## src/rtl/divresult_bcd.sv

```systemverilog
// Sequential binary-to-BCD converter for the divider's quotient/remainder pair (double dabble, one bit per clock).
// Optional leading-zero blanking outputs are enabled by defining DIVRESULT_BLANK_EN.

module divresult_bcd_lane #(
    parameter int WIDTH  = 8,
    parameter int DIGITS = 3
) (
    input  logic [4*DIGITS-1:0] acc,
    input  logic [WIDTH-1:0]    bin,
    output logic [4*DIGITS-1:0] acc_nxt,
    output logic [WIDTH-1:0]    bin_nxt
);
    logic [4*DIGITS-1:0] adj;

    // Each digit is corrected on its own; a digit is at most 9 here, so +3 never carries out.
    always_comb begin
        adj = acc;
        for (int d = 0; d < DIGITS; d++) begin
            if (acc[4*d +: 4] >= 4'd5)
                adj[4*d +: 4] = acc[4*d +: 4] + 4'd3;
        end
        {acc_nxt, bin_nxt} = {adj[4*DIGITS-2:0], bin, 1'b0};
    end
endmodule

module divresult_bcd #(
    parameter int WIDTH  = 8,
    parameter int DIGITS = 3
) (
    input  logic                clk,
    input  logic                reset,
    input  logic                in_valid,
    output logic                in_ready,
    input  logic [WIDTH-1:0]    q_in,
    input  logic [WIDTH-1:0]    r_in,
    output logic                out_valid,
    input  logic                out_ready,
    output logic [4*DIGITS-1:0] q_bcd,
    output logic [4*DIGITS-1:0] r_bcd,
`ifdef DIVRESULT_BLANK_EN
    output logic [DIGITS-1:0]   q_blank,
    output logic [DIGITS-1:0]   r_blank,
`endif
    output logic                busy
);
    localparam int LANES = 2;
    localparam int BW    = 4*DIGITS;
    localparam int CW    = $clog2(WIDTH+1);

    typedef enum logic [1:0] {IDLE, SHIFT, DONE} state_t;

    state_t                         state, state_nxt;
    logic [LANES-1:0][WIDTH-1:0]    bin, bin_nxt;
    logic [LANES-1:0][BW-1:0]       acc, acc_nxt;
    logic [CW-1:0]                  cnt;
    logic                           last_step;

    // Lane 0 converts the quotient, lane 1 the remainder.
    for (genvar l = 0; l < LANES; l++) begin : g_lane
        divresult_bcd_lane #(.WIDTH(WIDTH), .DIGITS(DIGITS)) u_lane (
            .acc     (acc[l]),
            .bin     (bin[l]),
            .acc_nxt (acc_nxt[l]),
            .bin_nxt (bin_nxt[l])
        );
    end

    assign last_step = (cnt == CW'(1));

    always_ff @(posedge clk or negedge reset) begin
        if (!reset) state <= IDLE;
        else        state <= state_nxt;
    end

    always_comb begin
        state_nxt = state;
        case (state)
            IDLE:    if (in_valid)  state_nxt = SHIFT;
            SHIFT:   if (last_step) state_nxt = DONE;
            DONE:    if (out_ready) state_nxt = IDLE;
            default:                state_nxt = IDLE;
        endcase
    end

`ifdef DIVRESULT_BLANK_EN
    // Bit k marks digit k as a suppressible leading zero; digit 0 always shows.
    function automatic logic [DIGITS-1:0] lead_zero(input logic [BW-1:0] v);
        logic z;
        lead_zero = '0;
        z = 1'b1;
        for (int k = DIGITS-1; k >= 1; k--) begin
            z = z & (v[4*k +: 4] == 4'd0);
            lead_zero[k] = z;
        end
    endfunction
`endif

    always_ff @(posedge clk or negedge reset) begin
        if (!reset) begin
            bin   <= '0;
            acc   <= '0;
            cnt   <= '0;
            q_bcd <= '0;
            r_bcd <= '0;
`ifdef DIVRESULT_BLANK_EN
            q_blank <= '0;
            r_blank <= '0;
`endif
        end else begin
            case (state)
                IDLE: if (in_valid) begin
                    bin[0] <= q_in;
                    bin[1] <= r_in;
                    acc    <= '0;
                    cnt    <= CW'(WIDTH);
                end
                SHIFT: begin
                    bin <= bin_nxt;
                    acc <= acc_nxt;
                    cnt <= cnt - CW'(1);
                    // Result registers only move on completion so they hold until the next DONE.
                    if (last_step) begin
                        q_bcd <= acc_nxt[0];
                        r_bcd <= acc_nxt[1];
`ifdef DIVRESULT_BLANK_EN
                        q_blank <= lead_zero(acc_nxt[0]);
                        r_blank <= lead_zero(acc_nxt[1]);
`endif
                    end
                end
                default: ;
            endcase
        end
    end

    assign in_ready  = (state == IDLE);
    assign busy      = (state == SHIFT);
    assign out_valid = (state == DONE);
endmodule

```

## config.mk

```make
export PLATFORM = sky130hd
export DESIGN_NAME = divresult_bcd
export DESIGN_NICKNAME = d
export VERILOG_FILES = /design/src/rtl/divresult_bcd.sv
export SDC_FILE = /design/constraint.sdc
export NUM_CORES = 1
export LEC_CHECK = 0
export CAP_MARGIN = 15
export CORE_AREA = 2 2 82 115
export CTS_BUF_LIST = sky130_fd_sc_hd__clkbuf_4 sky130_fd_sc_hd__clkbuf_8
export DETAILED_ROUTE_END_ITERATION = 6
export DIE_AREA = 0 0 84 117
export GPL_TIMING_DRIVEN = 0
export PLACE_DENSITY = 0.58
export SYNTH_ARGS = -nofsm -noshare
export SYNTH_HDL_FRONTEND = slang
export SYNTH_SLANG_ARGS = --single-unit
```

## constraint.sdc

```tcl
create_clock -name clk -period 2.1 [get_ports clk]
set_input_delay 0.42 -clock clk [delete_from_list [all_inputs] [get_ports clk]]
set_output_delay 0.42 -clock clk [all_outputs]
set_load 0.01 [all_outputs]
```

* Word-level counts from Yosys, hierarchy flattened
Cells that the tools add are included.
** Storage, ports and cells
- Register bits :: 70
- Latch bits :: 0
- Bits in writable memories :: 0
- Bits in read-only memories :: 0
- Input bits :: 20
- Output and inout port bits :: 27
- Logic and storage cells :: 48
- Memories kept :: 0
** Operators by class
- $add $sub $neg :: 7
- $mul :: 0
- Divide/modulo/power cells :: 0
- Magnitude comparators :: 6
- Eq/ne operators :: 6
- Shifts and indexed selects :: 0
- Multiplexer cells :: 16
- Bitwise logic cells :: 0
- Reduce and logical (&&, ||, !) cells :: 5
** Operator list (number)
- 24-bit one-hot mux with 2 select lines :: 1
- 16-bit one-hot mux with 2 select lines :: 1
- 4-bit by 3-bit >= comparator with 1-bit output, second input constant :: 6
- 24-bit 2-to-1 mux :: 1
- 4-bit 2-to-1 mux :: 5
- 4-bit by 2-bit adder with 4-bit output, second input constant :: 4
- 16-bit 2-to-1 mux :: 1
- 4-bit one-hot mux with 2 select lines :: 1
- 3-bit by 2-bit adder with 3-bit output, second input constant :: 2
- 2-bit 2-to-1 mux :: 3
- 3-bit 2-to-1 mux :: 2
- 2-bit one-hot mux with 3 select lines :: 1
- 4-bit by 1-bit == test with 1-bit output, second input constant :: 1
- 2-bit by 1-bit inequality test with 1-bit output, second input constant :: 2
- 2-bit AND reduction :: 2
- 4-bit by 1-bit subtractor with 4-bit output, second input constant :: 1
- 3-bit AND reduction :: 1
- 2-bit by 1-bit == test with 1-bit output, second input constant :: 1
- 2-bit == test, second input constant :: 1
- 2-bit zero test :: 1
- 2-bit inequality test, second input constant :: 1
- 2-bit nonzero test :: 1

* Logic depth before layout (Yosys ltp)
- Depth in word-level cells :: 3
- Depth in mapped cells :: 7
- Depth with buffers taken out :: 6

* Cells and area by module
From an unflattened synthesis, not the netlist that was laid out.
** Unflattened totals
- Cells, all modules :: 315
- Area total of the unflattened synthesis :: 3602.2 um^2
** Modules (own cells, without submodules)
- divresult_bcd :: instances 1, cells each 207, area each 2891.5 um^2
- divresult_bcd_lane :: instances 2, cells each 54, area each 355.3 um^2

* Worst setup path after synthesis
Ideal clock, no wire load.
- Kind :: reg2reg
- Start :: register acc[4] in the netlist's numbering
- End :: register q_bcd[6]
- Setup time :: 83 ps
- Arrival time :: 1444 ps
- Path slack :: 574 ps
- Stages on the path, launching flop included :: 7
- Path buffers :: 0
- Period minus slack after synthesis :: 1526 ps
- Cells stage by stage :: dfrtp_1 > inv_1 > ha_1 > nand2b_1 > a21oi_1 > mux2_2 > o21ai_0
** On the way
- Word-level cells in the longest chain between the ends :: 2
- Elaborated cells on any way between the ends :: 3
** Ends and longest elaborated chain
- start, declared :: RTL line 54 : logic [LANES-1:0][BW-1:0] acc, acc_nxt;
- start signal, assigned :: RTL line 119 : acc <= acc_nxt;
- 4-bit by 2-bit adder with 4-bit output / 4-bit by 3-bit >= comparator with 1-bit output (equally long branches) :: RTL line 20, 19
- 4-bit 2-to-1 mux * :: RTL line 19 : if (acc[4*d +: 4] >= 4'd5)
- end signal, assigned :: RTL line 123 : q_bcd <= acc_nxt[0];
- end, declared :: RTL line 38 : output logic [4*DIGITS-1:0] q_bcd,
Every way passes the cells marked *; elsewhere a longest branch is shown, timed or not.
A chain may end at the register's enable or synchronous reset.

* Final worst setup path
- Start :: register state[0]
- End :: output port busy
** On the way
- Word-level cells in the longest chain between the ends :: 1
** Ends and longest elaborated chain
- start, declared :: RTL line 52 : state_t state, state_nxt;
- start signal, assigned :: RTL line 72 : else state <= state_nxt;
- 2-bit by 1-bit == test with 1-bit output :: RTL line 137 : assign busy = (state == SHIFT);
- end, declared :: RTL line 44 : output logic busy
No other way between the ends.

==> impl_summary.txt <==
----------------------------------------------------
[Floorplanning]
  Overall die area ... between 0.009 and 0.01 mm^2
  Horizontal die dimension ... 84 um
  Placeable core region ... approximately 0.009 mm^2
  Placement row count ... just over 40
  Num ports ... 47
  Initial core utilization ... about two fifths
  Height of the chip ... 117 um

[Setup path]
  Critical-path top delay cell ... sky130_fd_sc_hd__dfrtp_1
  WP data required ... 1.68 ns
  Startpoint class of the critical path ... flop
  Crit path max-delay family ... buffers and inverters
  Worst-path fanout max ... 18
  Endpoint type of the worst setup path ... output pin
  Critical path cell sequence ... buf_4 > nand2b_1 > buf_6 > inv_12 > dlygate4sd2_1
  Data arrival, critical path ... roughly 1.5 ns
  Critical path's largest stage delay ... 0.39 ns
  Buffers and inverters on the worst path ... 4
  Critical path class ... reg -> out

[STA]
  RSZ-0062 raised after global routing ... false
  Pins Over Slew Limit ... 0
  Final worst path period share ... about 92%
  Worst rel slew slack ... between 60% and 70%
  Total count of hold-check failures in the final report ... 0
  Slew at the pin closest to its max-slew limit ... slightly above 0.5 ns
  Hold Worst Slack ... 0.482 ns
  Final setup fails ... 0
  Top achievable clock speed ... just over 0.5 GHz
  Clock skew ... between 0.008 and 0.009 ns
  Tmin final ... about 1.9 ns

[Drt]
  DRC violations left ... 0
  Post-DR vias/cell ... 5.25
  Routed wire length ... between 7000 and 8000 um
  Total number of vias ... approximately 2700
  Detail Route Antenna Nets ... 0
  Mean routed wirelength per cell ... around 15 um
  Number of iterations in the first detailed-routing pass ... 4
  Count of routing violations after the opening detailed-route iteration ... 89

[Logic synthesis]
  Synthesized area ... between 0.003 and 0.004 mm^2
  Number of register bits inferred by synthesis ... 70
  Post-synthesis area per instance ... 10.1 um^2
  Synth warnings ... 0
  Post-Syn Instances ... around 340
  Sequential cell area fraction in the yosys report ... 51.0%
  Post-Synthesis Net Count ... roughly 380
  Netlist cell types ... 31

[Power]
  Static Leakage ... between 1.5 and 2 nW
  Power density cells ... between 1500 and 2000 mW/mm^2
  Largest voltage drop on the vdd net ... slightly below 0.0007 V

[Layout]
  Final #Nets ... roughly 430
  Finished layout cell area ... 0.00435 mm^2
  Layout cells sized above 1 ... around an eighth
  Ant. Diodes ... 0
  Area Growth Syn to Fin ... 26.7%
  Finished Core Util ... 49.0%
  Non-filler instance count after layout ... 512
  Fillers ... roughly 860

[Placed design]
  Instance count after placement with tap cells included ... 495
  Dpl hpwl ... approximately 5500 um
  Post-detailed-placement cell area ... about 0.0041 mm^2
  Routability congestion estimate ... approximately 0.75
  Port Buffers ... 46

[Clock network]
  Clock tree from TritonCTS ... done
  Clock network latency to the later pin of the worst-skew pair ... between 0.3 and 0.4 ns
  Master cell of the clock root buffer ... sky130_fd_sc_hd__clkbuf_8
  Total clock buffers created by CTS ... 9
  CTS Buffer Depth ... 2
  Clock slew at the register clock pins of the worst setup and hold paths ... roughly 0.070 ns
  Maximum level of the CTS H-tree ... 3
  Num Clock Sinks ... 70

[Worst hold path]
  Hold/Removal Path Class ... reg -> reg

[Global routing]
  Global-route wire length before repair ... between 10000 and 15000 um
  Total Routing Usage GR ... approximately 17%
  Number of antenna violations at the first check in global routing ... 0
  Global-route congestion overflow total ... 0
  Largest net degree at the start of global routing ... 46
  Number of global-route vias before repair ... about 2700

[Flow run]
  Max-capacitance violation count ... 0

[Status]
  Run status ... complete, no violations

----------------------------------------------------
==> logic make-up (layout without fill, tap and decap cells) <==
group           after synthesis  in the layout  share of synthesized area [%]
compound gates              110            110                           18.0
xor+xnor                      6              6                           1.53
fa+ha+maj                    14             14                           5.10
buf+inv                      34             98                           4.63
flops                        70             70                           51.0
mux                          15             15                           5.65
simple gates                 92             92                           14.0
==> sequential cells by signal, indices dropped and copies added, names as in the netlist <==
signal / count
acc: 24
bin: 16
cnt: 4
q_bcd: 12
r_bcd: 12
state: 2
==> final timing paths <==
kind                               start  endpoint  slack (ns)  cells past startpoint
worst max-delay path            state[0]      busy        0.16                      5
worst min-delay path            q_bcd[3]  q_bcd[3]        0.48                      2
worst max register to register  state[0]  state[1]        0.34                      7
worst min register to register  q_bcd[3]  q_bcd[3]        0.48                      2
max in group asynchronous          reset   bin[10]        1.04                      3
min in group asynchronous          reset    acc[1]        0.53                      2
==> synthesized netlist by cell type <==
master,count,area share [%]
sky130_fd_sc_hd__mux2_2,7,2.3
sky130_fd_sc_hd__and2b_1,1,0.22
sky130_fd_sc_hd__nor3_1,7,1.0
sky130_fd_sc_hd__buf_2,9,1.3
sky130_fd_sc_hd__nor2_1,2,0.22
sky130_fd_sc_hd__inv_1,16,1.7
sky130_fd_sc_hd__a32o_1,1,0.29
sky130_fd_sc_hd__nand3b_1,1,0.22
sky130_fd_sc_hd__ha_1,14,5.1
sky130_fd_sc_hd__and2_1,3,0.55
sky130_fd_sc_hd__clkbuf_1,5,0.55
sky130_fd_sc_hd__dfrtp_1,70,51
sky130_fd_sc_hd__o21bai_1,1,0.22
sky130_fd_sc_hd__xnor2_1,6,1.5
sky130_fd_sc_hd__a31oi_1,3,0.55
sky130_fd_sc_hd__mux2i_1,1,0.29
sky130_fd_sc_hd__nand2_4,1,0.33
sky130_fd_sc_hd__nand2_1,40,4.4
sky130_fd_sc_hd__a22oi_1,11,2.4
sky130_fd_sc_hd__nor2b_1,13,2.4
sky130_fd_sc_hd__o21ai_0,56,8.2
sky130_fd_sc_hd__mux2_4,7,3.1
sky130_fd_sc_hd__a21oi_1,30,4.4
sky130_fd_sc_hd__buf_6,2,0.66
sky130_fd_sc_hd__a22o_1,8,2.0
sky130_fd_sc_hd__buf_1,1,0.11
sky130_fd_sc_hd__inv_6,1,0.26
sky130_fd_sc_hd__nand3_1,6,0.87
sky130_fd_sc_hd__nor3b_1,10,2.2
sky130_fd_sc_hd__nor3b_2,1,0.36
sky130_fd_sc_hd__nand2b_1,7,1.3
==> final cells by class <==
type	count	area, um^2	share of cell area [%]
repair buffers	49	503	11.6
inverters	17	78.8	1.81
multi-input cells	237	1520	35.0
flip-flops and latches	70	1750	40.3
plain buffers	16	103	2.36
well taps	107	134	3.08
clock inverters	3	90.1	2.07
clock buffers	13	166	3.83
==> tightest hold or removal path: stages (launching register included) <==
cell and delay (ns):
sky130_fd_sc_hd__dfrtp_1 0.35, sky130_fd_sc_hd__nand2_1 0.04, sky130_fd_sc_hd__o21ai_0 0.06
==> report_power, final <==
group          internal [mW]  switching [mW]
clock network          0.882           0.507
registers               1.90           0.456
logic                   1.39            1.39
==> stage by stage <==
stage	total power [mW]	setup TNS [ns]	worst slack, ns
2_1_floorplan	4.15	0	0.574
3_3_place_gp	5.08	-132.16	-1.89
3_5_place_dp	5.18	-0.210	-0.0342
4_1_cts	6.60	0	0.00287
5_1_grt	7.06	0	0.0999
6_report	6.52	0	0.162
==> cell usage in the layout (no fill, tap or decap), types with 2 or more instances in the layout <==
cell	instances
sky130_fd_sc_hd__a21oi_1	30
sky130_fd_sc_hd__a22o_1	8
sky130_fd_sc_hd__a22oi_1	11
sky130_fd_sc_hd__a31oi_1	3
sky130_fd_sc_hd__and2_1	3
sky130_fd_sc_hd__buf_2	8
sky130_fd_sc_hd__buf_4	2
sky130_fd_sc_hd__buf_6	2
sky130_fd_sc_hd__bufinv_16	3
sky130_fd_sc_hd__clkbuf_1	3
sky130_fd_sc_hd__clkbuf_4	4
sky130_fd_sc_hd__clkbuf_8	12
sky130_fd_sc_hd__clkdlybuf4s50_1	42
sky130_fd_sc_hd__dfrtp_1	70
sky130_fd_sc_hd__dlygate4sd2_1	2
sky130_fd_sc_hd__ha_1	14
sky130_fd_sc_hd__inv_1	15
sky130_fd_sc_hd__mux2_2	7
sky130_fd_sc_hd__mux2_4	7
sky130_fd_sc_hd__nand2_1	40
sky130_fd_sc_hd__nand2b_1	7
sky130_fd_sc_hd__nand3_1	6
sky130_fd_sc_hd__nor2_1	2
sky130_fd_sc_hd__nor2b_1	13
sky130_fd_sc_hd__nor3_1	7
sky130_fd_sc_hd__nor3b_1	10
sky130_fd_sc_hd__o21ai_0	56
sky130_fd_sc_hd__xnor2_1	6
==> per-layer routing <==
| metal | wire [um] | share of wire (%) | global-route usage (%) | up-vias |
|---|---|---|---|---|
| met5 | 0 | 0 | 0 | - |
| met4 | 69 | 0.89 | 8.28 | 0 |
| met3 | 242 | 3.1 | 2.31 | 5 |
| met2 | 3890 | 50 | 30.2 | 51 |
| met1 | 3560 | 46 | 21.0 | 1328 |
| li1 | - | - | - | 1304 |
==> timing repair <==
action	4_1_cts	5_1_grt
resized for setup	12	2
setup endpoints to repair	3	1
gates cloned	0	0
hold endpoints to repair	25	0
setup buffers	0	1
hold buffers	1	0
Note: power is estimated with default switching activity, not from simulation.
